## src/rtl/pipe_stage_buf.sv

```systemverilog
// -----------------------------------------------------------------------------
// pipe_stage_buf
//   Elastic pipeline-stage buffer. It holds up to DEPTH payload entries in
//   order and uses a valid/ready handshake on both sides. A flush empties the
//   stage, so the stage presents the RESET_VAL bubble downstream. With
//   DEPTH=1 it behaves as a classic stall/flush pipeline register.
//
// Parameters
//   WIDTH      payload bits per entry
//   DEPTH      number of entries, legal range 1..4
//   RESET_VAL  value driven on out_data when the stage is empty
//
// Ports
//   clk        rising-edge clock
//   reset      synchronous reset, active low (the stage is in reset when 0)
//   flush      discards all held entries and the current input beat
//   in_valid   upstream offers in_data
//   in_ready   the buffer accepts in_data this cycle
//   in_data    upstream payload
//   out_valid  the head entry is valid
//   out_ready  downstream consumes the head this cycle
//   out_data   head payload, or RESET_VAL when out_valid is 0
//   count      number of occupied entries
//
// Optional build macro: PIPE_STAGE_BUF_PERF_EN
//   When it is defined, the block adds three saturating performance counters:
//   stall_cnt, flush_cnt and full_cnt.
// -----------------------------------------------------------------------------
module pipe_stage_buf #(
    parameter int               WIDTH     = 205,
    parameter int               DEPTH     = 2,
    parameter logic [WIDTH-1:0] RESET_VAL = {WIDTH{1'b0}}
) (
    input  logic                       clk,
    input  logic                       reset,
    input  logic                       flush,
    input  logic                       in_valid,
    output logic                       in_ready,
    input  logic [WIDTH-1:0]           in_data,
    output logic                       out_valid,
    input  logic                       out_ready,
    output logic [WIDTH-1:0]           out_data,
    output logic [$clog2(DEPTH+1)-1:0] count
`ifdef PIPE_STAGE_BUF_PERF_EN
    ,
    output logic [31:0]                stall_cnt,
    output logic [15:0]                flush_cnt,
    output logic [31:0]                full_cnt
`endif
);

    localparam int CNT_W = $clog2(DEPTH + 1);
    // A single-entry buffer still needs a 1-bit pointer. That pointer always stays at 0.
    localparam int PTR_W = (DEPTH > 1) ? $clog2(DEPTH) : 1;
    localparam logic [CNT_W-1:0] DEPTH_C  = CNT_W'(DEPTH);
    localparam logic [PTR_W-1:0] LAST_PTR = PTR_W'(DEPTH - 1);

    logic [WIDTH-1:0] mem [DEPTH];

    logic [PTR_W-1:0] wr_ptr_q, wr_ptr_d;
    logic [PTR_W-1:0] rd_ptr_q, rd_ptr_d;
    logic [CNT_W-1:0] count_q, count_d;

    logic push;
    logic pop;
    logic mem_we;

    // in_ready comes combinationally from out_ready. A full buffer that is
    // being drained can therefore still accept a beat in the same cycle.
    assign in_ready  = (count_q < DEPTH_C) | out_ready;
    assign out_valid = (count_q != '0);
    assign out_data  = out_valid ? mem[rd_ptr_q] : RESET_VAL;
    assign count     = count_q;

    assign push = in_valid & in_ready & ~flush;
    assign pop  = out_valid & out_ready & ~flush;
    // While reset is asserted, in_ready can still read 1, but no beat lands in storage.
    assign mem_we = push & reset;

    always_comb begin
        wr_ptr_d = wr_ptr_q;
        rd_ptr_d = rd_ptr_q;
        count_d  = count_q;
        if (!reset || flush) begin
            wr_ptr_d = '0;
            rd_ptr_d = '0;
            count_d  = '0;
        end else begin
            if (push) begin
                wr_ptr_d = (wr_ptr_q == LAST_PTR) ? '0 : wr_ptr_q + 1'b1;
            end
            if (pop) begin
                rd_ptr_d = (rd_ptr_q == LAST_PTR) ? '0 : rd_ptr_q + 1'b1;
            end
            unique case ({push, pop})
                2'b10:   count_d = count_q + 1'b1;
                2'b01:   count_d = count_q - 1'b1;
                default: count_d = count_q;
            endcase
        end
    end

    always_ff @(posedge clk) begin
        if (!reset) begin
            wr_ptr_q <= '0;
            rd_ptr_q <= '0;
            count_q  <= '0;
        end else begin
            wr_ptr_q <= wr_ptr_d;
            rd_ptr_q <= rd_ptr_d;
            count_q  <= count_d;
        end
    end

    // Payload storage is not reset. Only the pointers and count track validity.
    generate
        for (genvar gi = 0; gi < DEPTH; gi++) begin : g_entry
            always_ff @(posedge clk) begin
                if (mem_we && (wr_ptr_q == PTR_W'(gi))) begin
                    mem[gi] <= in_data;
                end
            end
        end
    endgenerate

`ifdef PIPE_STAGE_BUF_PERF_EN
    logic [31:0] stall_cnt_q, stall_cnt_d;
    logic [15:0] flush_cnt_q, flush_cnt_d;
    logic [31:0] full_cnt_q,  full_cnt_d;

    // Each counter saturates: it stops incrementing once every bit is set.
    always_comb begin
        stall_cnt_d = stall_cnt_q;
        flush_cnt_d = flush_cnt_q;
        full_cnt_d  = full_cnt_q;
        if (in_valid && !in_ready && (stall_cnt_q != '1)) begin
            stall_cnt_d = stall_cnt_q + 1'b1;
        end
        if (flush && (flush_cnt_q != '1)) begin
            flush_cnt_d = flush_cnt_q + 1'b1;
        end
        if ((count_q == DEPTH_C) && (full_cnt_q != '1)) begin
            full_cnt_d = full_cnt_q + 1'b1;
        end
    end

    always_ff @(posedge clk) begin
        if (!reset) begin
            stall_cnt_q <= '0;
            flush_cnt_q <= '0;
            full_cnt_q  <= '0;
        end else begin
            stall_cnt_q <= stall_cnt_d;
            flush_cnt_q <= flush_cnt_d;
            full_cnt_q  <= full_cnt_d;
        end
    end

    assign stall_cnt = stall_cnt_q;
    assign flush_cnt = flush_cnt_q;
    assign full_cnt  = full_cnt_q;
`endif

endmodule

```

## config.mk

```make
export PLATFORM = sky130hd
export DESIGN_NAME = pipe_stage_buf
export DESIGN_NICKNAME = d
export VERILOG_FILES = /design/src/rtl/pipe_stage_buf.sv
export SDC_FILE = /design/constraint.sdc
export NUM_CORES = 1
export LEC_CHECK = 0
export BUFFER_PORTS_ARGS = -buffer_cell sky130_fd_sc_hd__buf_2
export CORE_AREA = 2 2 264 266
export CTS_CLUSTER_DIAMETER = 30
export CTS_CLUSTER_SIZE = 25
export DETAILED_ROUTE_END_ITERATION = 7
export DIE_AREA = 0 0 266 268
export GPL_TIMING_DRIVEN = 0
export HOLD_SLACK_MARGIN = 0.02
export PLACE_DENSITY = 0.48
export REMOVE_ABC_BUFFERS = 1
export SLEW_MARGIN = 20
export SYNTH_ARGS = -nofsm -noshare
export SYNTH_HDL_FRONTEND = slang
export SYNTH_SLANG_ARGS = --single-unit
```

## constraint.sdc

```tcl
create_clock -name clk -period 17.2 [get_ports clk]
set_clock_uncertainty 0.15 [all_clocks]
set_input_delay 0.86 -clock clk [delete_from_list [all_inputs] [get_ports clk]]
set_output_delay 0.86 -clock clk [all_outputs]
set_load 0.01 [all_outputs]
```

**Word level (Yosys, flattened, before mapping)**

Memories as Yosys holds them, arrays and structs flattened. A register that Yosys moved wholly into a read port is not among the register bits.
Index checks and enable logic that the tools add are counted.
W data, S select, Z words.

- Add/subtract/negate cells: 4
- $lt $le $gt $ge: 1
- Equality and inequality tests: 2
- Muxes and demuxes: 13
- Bitwise operators: 9
- Reduce and logical (&&, ||, !) cells: 8

Operators by type and width:

| kind | number |
|---|---|
| $mux W205 | 2 |
| $reduce_or A205 Y1 | 1 |
| $mux W1 | 10 |
| $and A1 B1 Y1 | 5 |
| $pmux W2 S2 | 1 |
| $reduce_bool A2 Y1 | 2 |
| $not A1 Y1 | 3 |
| $add A1 B1 Y1 const B | 2 |
| $add A2 B1 Y2 const B | 1 |
| $eq A2 B1 Y1 const B | 1 |
| $eq A2 B2 Y1 const B | 1 |
| $logic_and A1 B1 Y1 | 2 |
| $lt A2 B2 Y1 const B | 1 |
| $reduce_or A2 Y1 | 1 |
| $sub A2 B1 Y2 const B | 1 |
| $logic_not A1 Y1 | 1 |
| $logic_or A1 B1 Y1 | 1 |
| $or A1 B1 Y1 | 1 |

- Register bits: 4
- Bits in writable memories: 410
- Input bits: 210
- Output and inout bits: 209
- Logic and storage cells: 41
- Memories kept: 1

Memories:

| name | depth | bits a word | read ports | clocked after Yosys merged registers in | wr ports | RTL line | RTL |
|---|---|---|---|---|---|---|---|
| mem | 2 | 205 | 1 | 1 | 1 | 58 | `logic [WIDTH-1:0] mem [DEPTH];` |

**Depth between registers and ports, before layout**

Gate-level depths: netlist (run 1).

- Depth in word-level cells: 10
- Mapped depth: 6
- Gate-level depth less buffers: 6

**Worst setup path before layout (run 1)**

Ideal clock, no wire load.

- Path kind: input to register
- From: input out_ready
- To: memory mem[0][0] (enable)
- Setup time: 1.023 ns
- Arrival: 15.040 ns
- Data required time: 16.027 ns
- Path slack: 0.987 ns
- Stages on the path: 3
- Buffers on the path: 0
- Cells stage by stage: nand2b_1 -> nand2_1 -> nor3_1

- Cells in the longest elaborated chain, start to end: 9
- Elaborated cells between the ends (all ways): 13
- Classes of those cells: mux: 6; bitwise: 4; reduce/logical: 3

RTL lines:

| item | RTL line | RTL |
|---|---|---|
| start, declared | 41 | `input logic out_ready,` |
| $or A1 B1 Y1 * | 70 | `assign in_ready = (count_q < DEPTH_C) \| out_ready;` |
| $and A1 B1 Y1 * (2 in a row) | 75 | `assign push = in_valid & in_ready & ~flush;` |
| $and A1 B1 Y1 * | 78 | `assign mem_we = push & reset;` |
| $logic_and A1 B1 Y1 | 119 | `if (mem_we && (wr_ptr_q == PTR_W'(gi))) begin` |
| $mux W1 | 119 |  |
| $mux W1 (not written as such) | 120 | `mem[gi] <= in_data;` |
| $reduce_or A205 Y1 (no line) | - |  |
| $mux W1 (no line) | - |  |
| end, declared | 58 |  |

Mark *: on every way between the ends. The rest lies on a longest branch, timed or not.

==> metrics.md, run 1 <==
| Metric | Value |
|---|---|
| CP Class | `reg -> out` |
| Synth Register Bits | `415` |
| Rel. slew slack | `51.5%` |
| Post-route core utilization | `33.2%` |
| Top Ports | `419` |
| Initial core utilization | `22.9%` |
| GR Util met3 | `4.85%` |
| Worst vdd ir | `0.0955 mV` |
| Leak pwr | `8.52 nW` |
| Warnings from Yosys | `0` |
| Cell Count, Final, Fillers Out | `2404` |
| Max-Cap Viols | `0` |
| H-tree levels | `3` |
| Hpwl dp | `27900 um` |
| CP Max Fanout | `39` |
| Top Usage Layer GRT | `met2` |
| Design Area, Final | `0.0226 mm2` |
| Power per cell area | `~130 mW/mm2` |
| Gr usage total | `10.6%` |
| Fraction of registers with async set/reset | `0%` |
| Sink Count | `415` |
| Hold_buf cts | `0` |
| Max Clock Freq | `0.280 GHz` |
| Largest net degree at the start of global routing | `40` |
| RSZ-0062 raised after global routing | `false` |
| Post-synth top flop | `edfxtp_1` |
| Top post-synthesis cells by area | `edfxtp_1 79%, mux2i_1 13%, nor2_1 5.0%, buf_4 0.82%, buf_2 0.70%` |
| Final Cycle Share | `20.7%` |
| Slew Limit Fails | `0` |
| Crit. End Element | `output port` |
| Synth top area share | `between 70% and 80%` |
| Worst slew pin tran | `0.724 ns` |
| Post-CTS Setup Bufs | `0` |
| Most frequent cell after synthesis | `edfxtp_1` |
| Vias post-DR | `9430` |
| DRC | `0` |
| Clock period minus final worst setup slack | `3.57 ns` |
| Drt pass-1 iters | `7` |
| Initial DRC Count | `419` |
| Placed cells | `~2200` |
| Area delta synth->final | `44.8%` |
| Worst skew pair latency | `0.62 ns` |
| Count of different cell masters after synthesis | `20` |
| Crit path DAT | `2.56 ns` |
| RD Place Congestion | `0.712` |
| Worst reg-to-reg setup slack | `14.10 ns` |
| Share of cells above drive strength 1 | `41.7%` |
| Nets | `1649` |
| CTS clk-pin slew, worst paths | `0.04 ns` |
| Hold_ws | `0.269 ns` |
| Vias per cell | `3.92` |
| CP Launch Type | `flop` |
| Sequential cell area fraction in the yosys report | `79.4%` |
| Post_cts resized | `0` |
| TritonCTS buffer count | `98` |
| Clock root buffer | `clkbuf_16` |
| Grt met1 use | `12.1%` |
| Dpl cell area | `0.0194 mm2` |
| Port bufs | `418` |
| Antenna violations before repair | `6` |
| Final setup viols | `0` |
| Worst Path Required | `between 15 and 20 ns` |
| Die area | `0.0713 mm2` |
| CTS tree | `done` |
| Status | `complete, no violations` |
| Post-synthesis cell count | `~900` |
| Die span in x | `266 um` |
| Final hold viol count | `0` |
| FP Rows | `96` |
| DRT antenna net count | `0` |
| First-pass GRT wire length | `58100 um` |
| Number of flops mapped to enable cells by yosys | `410` |
| Post-Route WL | `39100 um` |
| GR Layer Usage met2 | `17.4%` |
| Gr ovfl total | `0` |
| Commonest cells in the netlist | `410 x edfxtp_1, 209 x nor2_1, 205 x mux2i_1, 22 x buf_2, 17 x buf_4` |
| Vias in the first global route | `9951` |
| Synth Area per Inst | `17.5 um2` |
| Core footprint | `0.0682 mm2` |
| Max Buffers Root-to-Sink | `3` |
| Die Y | `268 um` |
| Post-synthesis cell area | `~0.016 mm2` |
| Yosys top cell by area | `edfxtp_1` |
| Hold crit path type | `in -> reg` |
| Wire per inst | `16.3 um` |
routing by layer:
| layer | routed length, um | part of all wire, % | up-vias |
|---|---|---|---|
| li1 | - | - | 4482 |
| met1 | 15400 | 39 | 4541 |
| met2 | 19300 | 49 | 323 |
| met3 | 3530 | 9.0 | 76 |
| met4 | 818 | 2.1 | 8 |
| met5 | 48 | 0.12 | - |
state kept, by name, indices dropped and copies added, names as in the netlist, named ones only:
| register | cells |
|---|---|
| rd_ptr_q | 1 |
| mem | 410 |
| wr_ptr_q | 1 |
| count | 2 |
layout make-up:
cell class                      count  area, um2
Antenna cell                        3       7.51
Clock buffer                      119       2530
Timing Repair Buffer              488       2930
Tap cell                          882       1100
Clock inverter                     62        683
Sequential cell                   415      12400
Fill cell                        6752      45600
Inverter                            3       11.3
Multi-Input combinational cell    432       2960
cell families (layout without fill, tap and decap cells):
kind of cell / count (synthesis) / count (layout) / share of synthesized area (%)
simple gates: 218 / 218 / 5.31
fa+ha+maj: 1 / 1 / 0.0800
buf+inv: 48 / 672 / 1.74
compound gates: 5 / 5 / 0.176
mux: 205 / 205 / 13.1
other cells: 0 / 3 / 0
flops: 415 / 415 / 79.4
xor+xnor: 3 / 3 / 0.168
worst max-delay path, stage by stage, from the launching register on:
cell     delay [ns]
dfxtp_4        0.51
buf_16         0.29
buf_16         0.28
buf_16         0.30
mux2i_1        0.24
nor2_1         0.06
buf_2          0.14
where the power goes:
| part | internal [mW] | leakage (nW) | switching, mW |
|---|---|---|---|
| combinational | 0.0476 | 3.19 | 0.0597 |
| sequential | 1.14 | 3.77 | 0.00426 |
| clock | 1.19 | 1.56 | 0.567 |
placed cells by master, fill, tap and decap left out, types with 3 or more instances in the layout:
cell type	instances
dfxtp_1	4
buf_12	5
buf_2	418
clkinvlp_4	3
bufinv_16	10
clkinv_1	18
diode_2	3
edfxtp_1	410
clkbuf_1	21
buf_6	12
clkinv_16	4
buf_16	10
mux2i_1	205
nor2_1	209
buf_4	43
clkbuf_16	98
clkinv_2	21
inv_1	3
final timing paths:
check	from	end	cells past startpoint
hold reg to reg	rd_ptr_q	flop	2
setup reg to reg	count[1]	mem[0][37]	9
setup / recovery	flop	out_data[85]	6
hold / removal	in_data[154]	mem[0][154]	1
per-stage QoR:
stage	setup WS (ns)	setup TNS, ns	power, mW
final	13.63	0	3.01
after detailed placement	13.50	0	1.27
after floorplan	0.987	0	1.21
after CTS	13.54	0	3.05
after global routing	13.44	0	3.12
after global placement	-9.39	-3840.05	1.28
Note: power is estimated with default switching activity, not from simulation.
==> inputs of run 2 (changes only) <==
Clock period 17.2 ns to 2.9 ns, I/O delays scaled along.
==> metrics.md, run 2 (same netlist as run 1, synthesis figures left out) <==
| Metric | Value |
|---|---|
| Post-Route WL | `41500 um (was 39100 um)` |
| RR Startpoint | `count[1] (unchanged)` |
| Max Clock Freq | `0.364 GHz` |
| Worst skew pair latency | `0.63 ns (was 0.62 ns)` |
| Final Cycle Share | `between 90% and 100%` |
| Die span in x | `266 um (unchanged)` |
| Total negative slack | `0 ns (unchanged)` |
| CTS clk-pin slew, worst paths | `0.04 ns (about the same)` |
| Hpwl dp | `27900 um (unchanged)` |
| CP Max Fanout | `10 (was 39)` |
| Antenna violations before repair | `1 (was 6)` |
| Power per cell area | `726 mW/mm2 (was 133 mW/mm2)` |
| Top Ports | `419 (unchanged)` |
| Nets | `1870 (was 1649)` |
| Wire per inst | `15.8 um (was 16.3 um)` |
| Gr usage total | `11.2% (was 10.6%)` |
| WHS Path Cells | `2 (was 1)` |
| H-tree levels | `3 (unchanged)` |
| Final hold viol count | `0 (unchanged)` |
| Slew Limit Fails | `0 (unchanged)` |
| Die Y | `268 um (unchanged)` |
| Reg-to-reg endpoint | `mem[1][37] (was mem[0][37])` |
| Crit path DAT | `2.91 ns (was 2.56 ns)` |
| Worst slack, placed | `-0.201 ns (was 13.50 ns)` |
| Flop pwr share | `37.4% (was 38.0%)` |
| CP Launch Type | `flop (unchanged)` |
| Vias post-DR | `10300 (was 9430)` |
| Total power | `18.1 mW (was 3.01 mW)` |
| RSZ-0062 raised after global routing | `false (unchanged)` |
| Rel. slew slack | `60.3% (was 51.5%)` |
| Gr ovfl total | `0 (unchanged)` |
| Hold crit path type | `in -> reg (unchanged)` |
| Worst vdd ir | `0.590 mV (was 0.0955 mV)` |
| Dpl cell area | `0.0194 mm2 (unchanged)` |
| Hold_ws | `0.0911 ns (was 0.269 ns)` |
| CP Class | `reg -> reg (was reg -> out)` |
| Largest register FFs | `410 (unchanged)` |
| TritonCTS buffer count | `98 (unchanged)` |
| Die area | `0.0713 mm2 (unchanged)` |
| Vias per cell | `3.94 (was 3.92)` |
| Sink Count | `415 (unchanged)` |
| Worst Path Required | `3.06 ns (was 16.19 ns)` |
| Most frequent cells in the layout | `418 x buf_2, 410 x edfxtp_1, 213 x dlygate4sd3_1 (was 418 x buf_2, 410 x edfxtp_1, 209 x nor2_1)` |
| Initial core utilization | `22.9% (unchanged)` |
| First-pass GRT wire length | `62100 um (was 58100 um)` |
| CTS tree | `done (unchanged)` |
| Vias in the first global route | `11200 (was 9951)` |
| R2R depth | `10 (was 9)` |
| Clock period minus final worst setup slack | `2.74 ns` |
| Hold Path Sink | `mem[0][8] (was mem[0][154])` |
| Worst slew pin tran | `0.595 ns (was 0.724 ns)` |
| Final setup viols | `0 (unchanged)` |
| Clock power frac | `57.7% (was 58.5%)` |
| Initial DRC Count | `379 (was 419)` |
| Leak pwr | `9.48 nW (was 8.52 nW)` |
| Status | `complete, no violations (unchanged)` |
| RD Place Congestion | `0.712 (unchanged)` |
| DRT antenna net count | `0 (unchanged)` |
| Core footprint | `0.0682 mm2 (unchanged)` |
| Max Buffers Root-to-Sink | `3 (unchanged)` |
| Share of cells above drive strength 1 | `37.0% (was 41.7%)` |
| Sw Share | `21.0% (about the same)` |
| Clock root buffer | `clkbuf_16 (unchanged)` |
| FP Rows | `96 (unchanged)` |
| Port bufs | `418 (unchanged)` |
| Most common cell after layout, fill and taps aside | `buf_2 (unchanged)` |
| DRC | `0 (unchanged)` |
| Crit. End Element | `flop (was output port)` |
| Final worst-path setup slack | `0.156 ns (was 13.63 ns)` |
| Largest net degree at the start of global routing | `33 (was 40)` |
| Comb pwr share | `4.9% (was 3.6%)` |
| Top reg by flops | `mem (unchanged)` |
| Min-Delay Startpoint | `in_data[8] (was in_data[154])` |
| Drt pass-1 iters | `4 (was 7)` |
| # diodes | `0 (was 3)` |
| Area delta synth->final | `59.4% (was 44.8%)` |
| Design Area, Final | `0.0249 mm2 (was 0.0226 mm2)` |
| NetSw | `3.80 mW (was 0.631 mW)` |
| Worst reg-to-reg setup slack | `0.16 ns (was 14.10 ns)` |
| Max-Cap Viols | `0 (unchanged)` |
| Internal | `14.3 mW (was 2.37 mW)` |
run 2: cell type report:
type | count | area (um2)
Clock inverter | 62 | 683
Tap cell | 882 | 1100
Multi-Input combinational cell | 433 | 2980
Inverter | 3 | 11.3
Timing Repair Buffer | 708 | 5180
Sequential cell | 415 | 12400
Clock buffer | 119 | 2530
Fill cell | 6567 | 43300
run 2: what timing repair did:
action,4_1_cts,5_1_grt
gates cloned,2,2
gates resized for setup,4,0
hold endpoints to repair,426,0
hold buffers,213,0
pin swaps,2,1
setup endpoints to repair,97,37
setup buffers,2,2
run 2: worst max path at each step:
stage,from,slack [ns],end
5_1_grt,count[1],0.02,mem[1][22]
2_1_floorplan,count[1],-12.81,mem[0][0]
4_1_cts,count[0],0.009,out_data[201]
6_report,count[1],0.16,mem[1][37]
3_5_place_dp,count[1],-0.20,mem[0][134]
3_3_place_gp,count[1],-23.07,mem[1][117]
run 2: power groups by stage:
| stage | sequential [mW] | combinational [mW] | clock [mW] |
|---|---|---|---|
| global route | 6.77 | 0.970 | 11.0 |
| detailed placement | 6.87 | 0.648 | 0 |
| CTS | 6.77 | 0.898 | 10.7 |
| global placement | 6.99 | 0.615 | 0 |
| finish | 6.77 | 0.889 | 10.4 |
| floorplan | 6.93 | 0.258 | 0 |
run 2: critical path, cell delays in order, from the launching register on:
cell and delay, ns:
dfxtp_2 0.36, nand2b_1 0.18, nand2_1 0.17, nor3_4 0.24, buf_6 0.17, buf_4 0.17
buf_6 0.17, buf_4 0.18, buf_4 0.21, buf_4 0.19, buf_4 0.21
run 2: layer usage:
metal / vias up / track usage (%) / share of wire (%)
met3: 80 / 4.18 / 7.2
met4: 2 / 4.42 / 2.4
met1: 4989 / 13.0 / 41
met2: 341 / 18.7 / 49
li1: 4919 / - / -
met5: - / 0 / 0.031
run 2: through the flow:
stage,utilization (%),cells
final,36.5,2622
after global routing,36.5,2622
after CTS,36.4,2618
after detailed placement,28.5,2220
after global placement,27.2,2150
after floorplan,-,850
